[config.mk]
export PLATFORM = sky130hd
export DESIGN_NAME = popcount_seq
export DESIGN_NICKNAME = d
export VERILOG_FILES = /design/src/rtl/popcount_seq_pkg.sv /design/src/rtl/ones_counter7.sv /design/src/rtl/popcount_seq.sv
export SDC_FILE = /design/constraint.sdc
export NUM_CORES = 1
export LEC_CHECK = 0
export ABC_CLOCK_PERIOD_IN_PS = 2450
export CORE_MARGIN = 3
export CORE_UTILIZATION = 44
export DETAILED_ROUTE_END_ITERATION = 10
export GPL_ROUTABILITY_DRIVEN = 0
export GPL_TIMING_DRIVEN = 0
export PLACE_DENSITY_LB_ADDON = 0.12
export SYNTH_ARGS = -nofsm -noshare
export SYNTH_HDL_FRONTEND = slang
export SYNTH_HIERARCHICAL = 1
export SYNTH_SLANG_ARGS = --single-unit
[constraint.sdc]
create_clock -name clk -period 2.45 [get_ports clk]
set_input_delay 0.245 -clock clk [delete_from_list [all_inputs] [get_ports clk]]
set_output_delay 0.245 -clock clk [all_outputs]
set_load 0.005 [all_outputs]
[src/rtl/popcount_seq_pkg.sv]
// rtl/popcount_seq_pkg.sv - shared FSM state and slice width for popcount_seq
package popcount_seq_pkg;

    localparam int SLICE_W = 7;

    typedef enum logic [1:0] {
        IDLE  = 2'd0,
        COUNT = 2'd1,
        DONE  = 2'd2
    } state_t;

endpackage

[src/rtl/ones_counter7.sv]
// rtl/ones_counter7.sv - 7-input ones counter built as a full-adder carry-save tree
module ones_counter7 (
    input  logic [6:0] data,
    output logic [2:0] count
);

    logic s1, c1, s2, c2, s3, c3, s4, c4;

    // Level 1: two full adders reduce six weight-1 bits.
    assign s1 = data[0] ^ data[1] ^ data[2];
    assign c1 = (data[0] & data[1]) | (data[2] & (data[0] ^ data[1]));
    assign s2 = data[3] ^ data[4] ^ data[5];
    assign c2 = (data[3] & data[4]) | (data[5] & (data[3] ^ data[4]));

    assign s3 = s1 ^ s2 ^ data[6];
    assign c3 = (s1 & s2) | (data[6] & (s1 ^ s2));

    // Three weight-2 carries collapse into bit 1 and bit 2.
    assign s4 = c1 ^ c2 ^ c3;
    assign c4 = (c1 & c2) | (c3 & (c1 ^ c2));

    assign count = {c4, s4, s3};

endmodule

[src/rtl/popcount_seq.sv]
// rtl/popcount_seq.sv - sequential popcount, one 7-bit slice per cycle
module popcount_seq
    import popcount_seq_pkg::*;
#(
    parameter  int WIDTH  = 16,
    localparam int NCHUNK = (WIDTH + SLICE_W - 1) / SLICE_W,
    localparam int CW     = $clog2(WIDTH + 1)
) (
    input  logic             clk,
    input  logic             rst_n,
    input  logic             in_valid,
    input  logic [WIDTH-1:0] in_data,
    output logic             in_ready,
    output logic             out_valid,
    input  logic             out_ready,
    output logic [CW-1:0]    out_count,
    output logic             out_parity
);

    localparam int OPW = NCHUNK * SLICE_W;
    localparam int KW  = (NCHUNK > 1) ? $clog2(NCHUNK) : 1;

    state_t           state;
    state_t           next_state;
    logic [OPW-1:0]   operand;
    logic [CW-1:0]    acc;
    logic [KW-1:0]    k;
    logic [2:0]       slice_sum;
    logic             last_chunk;

    // Operand shifts right each COUNT cycle, so the live slice is always the low bits.
    ones_counter7 u_ones_counter7 (
        .data  (operand[SLICE_W-1:0]),
        .count (slice_sum)
    );

    assign last_chunk = (k == KW'(NCHUNK - 1));

    always_comb begin
        next_state = state;
        case (state)
            IDLE:    if (in_valid) next_state = COUNT;
            COUNT:   if (last_chunk) next_state = DONE;
            DONE:    if (out_ready) next_state = IDLE;
            default: next_state = IDLE;
        endcase
    end

    always_ff @(posedge clk or negedge rst_n) begin
        if (!rst_n) begin
            state   <= IDLE;
            operand <= '0;
            acc     <= '0;
            k       <= '0;
        end else begin
            state <= next_state;
            case (state)
                IDLE: begin
                    if (in_valid) begin
                        operand <= OPW'(in_data);
                        acc     <= '0;
                        k       <= '0;
                    end
                end
                COUNT: begin
                    operand <= operand >> SLICE_W;
                    acc     <= acc + CW'(slice_sum);
                    if (!last_chunk) k <= k + KW'(1);
                end
                default: begin
                end
            endcase
        end
    end

    // All handshake outputs decode registered state only.
    assign in_ready   = (state == IDLE);
    assign out_valid  = (state == DONE);
    assign out_count  = out_valid ? acc : '0;
    assign out_parity = out_count[0];

endmodule
==> out/qor.yml <==
synth_area_um2: 1500
setup.worst_path.end: "acc[3]"
synthDistinctLibCells: 31
dr.pass1.iters: 4
min_from: "in_valid"
vias_per_cell: 5.13
path_class: "flip-flop to flip-flop"
status: "complete, but fails checks"
antennaDiodeCount: 0
grt_pass1_wl_um: 5550
violations: "setup timing"
drv_slew: 0
grt_overflow_total: 0
startpoint_type: "flip-flop"
htree_levels: 1
dieArea_um2: 4140
placed_cell_area_um2: 1820
rr_endpoint: "acc[3]"
vias: 1227
cp-end-kind: "flip-flop"
drt_iter0_drc: 36
finalSetupViolCount: 4
r2r_slack_ns: -0.20
yosys-top-cells-area: "dfrtp_1, fa_1, nand2_1"
core_area_um2: 3150
reg2reg_depth: 9
max_freq_mhz: 378
p_per_area_nw_per_um2: 1180
synthToLayoutAreaGrowth_pct: 24.3
wl_per_cell_um: 13.2
arrival_ns: 2.88
synth_area_leader_cell: "dfrtp_1"
ys_ff_latch: 25
track_usage_pct: 16.7
final_nets: 225
row_count: 20
tightest_slew_ns: 1.11
r2r_start: "operand[3]"
required_ns: 2.69
p_total_w: 0.00219
die_w_um: 64.3
clkTransAtPathRegs_ns: 0.14
synth_fp_nets: 193
post-route-min-period_ns: 2.65
cts_buffers: 3
fin_ws_ns: -0.196
p_leak_nw: 0.854
tns_ns: -0.599
crit_path_start: "operand[3]"
drv_cap: 0
final_area_um2: 1860
avgSynthCellArea_um2: 9.13
slew-limit-headroom_pct: 25.7
cts_tree: "built"
finalWirelength_um: 3150
peakVddDrop_v: 0.000547
port_buffers: 26
clockBufferDepth: 2
root_buffer: "clkbuf_4"
drtAntennaViolNets: 0
antenna_found_initial: 0
final_util_pct: 59.0
grt_setup_unrepaired: "true"
hold_viol: 0
synth_top_area_share_pct: 41.8
ys.warnings.count: 6
drive_gt1_share_pct: 12.8
yosysSeqAreaShare_pct: 41.8
grt_max_degree: 26
critical_path.max_fanout: 2
io_pins: 28
drcViolationCount: 0
syn_inst: 164
die_h_um: 64.3
period_share_pct: 108
start_util_pct: 47.5
dp_hpwl_um: 2480
cts.sinks: 25
worstSkewPairLatency_ns: 0.31
grt_pass1_vias: 1277
fin_skew_ns: 0.0107
worstHoldPathType: "primary input to flip-flop"
timing.hold.ws_ns: 0.339
-- area by class of cell --
type / instances / area, um2
buffer: 11 / 75.1
clock buffer: 4 / 26.3
fill: 297 / 1290
inverter: 15 / 56.3
multi-input combinational: 112 / 748
sequential: 25 / 626
tap: 44 / 55.1
timing repair buffer: 28 / 275
-- worst max-delay path: stages, from the launching register on --
cell and delay, ns:
dfrtp_1 0.42, fa_1 0.55, inv_2 0.04, fa_2 0.33, inv_2 0.06, fa_1 0.45, ha_1 0.32, nand3_2 0.08
a211o_1 0.26, o211ai_1 0.09
-- report_power, final --
part	leakage, nW	switching, W	internal [W]	total (W)
logic	0.512	0.000655	0.000653	0.00131
registers	0.327	0.000127	0.000573	0.000700
clock network	0.0150	0.000117	0.0000635	0.000180
-- layer usage --
| metal | global-route usage (%) | vias to the layer above | share of wire [%] |
|---|---|---|---|
| met4 | 3.17 | 0 | 0.57 |
| li1 | - | 608 | - |
| met2 | 29.0 | 16 | 49 |
| met5 | 0 | - | 0 |
| met1 | 21.7 | 601 | 47 |
| met3 | 3.16 | 2 | 3.5 |
-- cells in the mapped netlist --
library cell and instances:
buf_6 1, o2111ai_1 1, and3b_1 9, buf_4 7, xor2_1 1, nor2_1 4, nand3_1 1, dfrtp_1 25
fa_1 5, o21ai_0 17, inv_1 15, mux2i_1 1, o211ai_1 2, or3_1 1, o31ai_1 1, ha_1 4
a21oi_1 17, a22o_1 3, o22ai_1 1, o21a_1 1, a211o_1 1, o21bai_2 1, clkbuf_1 1, and2b_1 3
buf_2 2, o21ai_1 2, nor2b_1 8, nand2b_1 1, nand2_1 24, and2_1 3, clkbuf_2 1
-- cells in the final DEF, fill, tap and decap left out, drive strengths merged, types with 6 or more instances in the layout --
cell	instances
inv	15
nor2b	8
clkdlybuf4s50	26
nand2	24
and3b	9
buf	11
a21oi	17
o21ai	19
clkbuf	6
dfrtp	25
-- state kept, by name, indices dropped and copies added (netlist names) --
name	flops
acc	5
k	2
operand	16
state	2
-- per-stage QoR --
step | setup WS, ns | cells
2_1_floorplan | -0.166 | 164
3_3_place_gp | -0.242 | 234
3_5_place_dp | -0.268 | 234
4_1_cts | -0.219 | 238
5_1_grt | -0.320 | 239
6_report | -0.196 | 239
-- cells by family (layout without fill, tap and decap cells) --
logic type	Yosys count	after routing	share of synthesized area, %
multiplexers	1	1	0.668
buffers and inverters	27	58	9.27
AND/OR/NAND/NOR	54	54	19.5
AO/OA/AOI/OAI	47	47	18.1
XOR/XNOR	1	1	0.585
adder cells (fa/ha/maj)	9	9	10.0
flip-flops	25	25	41.8
-- worst min path at each step --
| stage | endpoint | slack (ns) | cells past startpoint |
|---|---|---|---|
| 6_report | operand[9] | 0.34 | 4 |
| 5_1_grt | operand[9] | 0.36 | 4 |
| 4_1_cts | operand[9] | 0.34 | 4 |
| 3_5_place_dp | operand[8] | 0.47 | 2 |
| 3_3_place_gp | operand[8] | 0.46 | 2 |
| 2_1_floorplan | acc[0] | -0.05 | 0 |
-- what timing repair did --
| action | in CTS | in global routing |
|---|---|---|
| endpoints found under the setup margin | 4 | 4 |
| pin swaps | 3 | 4 |
| setup buffers | 1 | 1 |
| hold buffers | 0 | 0 |
| resized for setup | 4 | 2 |
| hold endpoints to repair | 0 | 0 |
(Power assumes the default switching activity.)
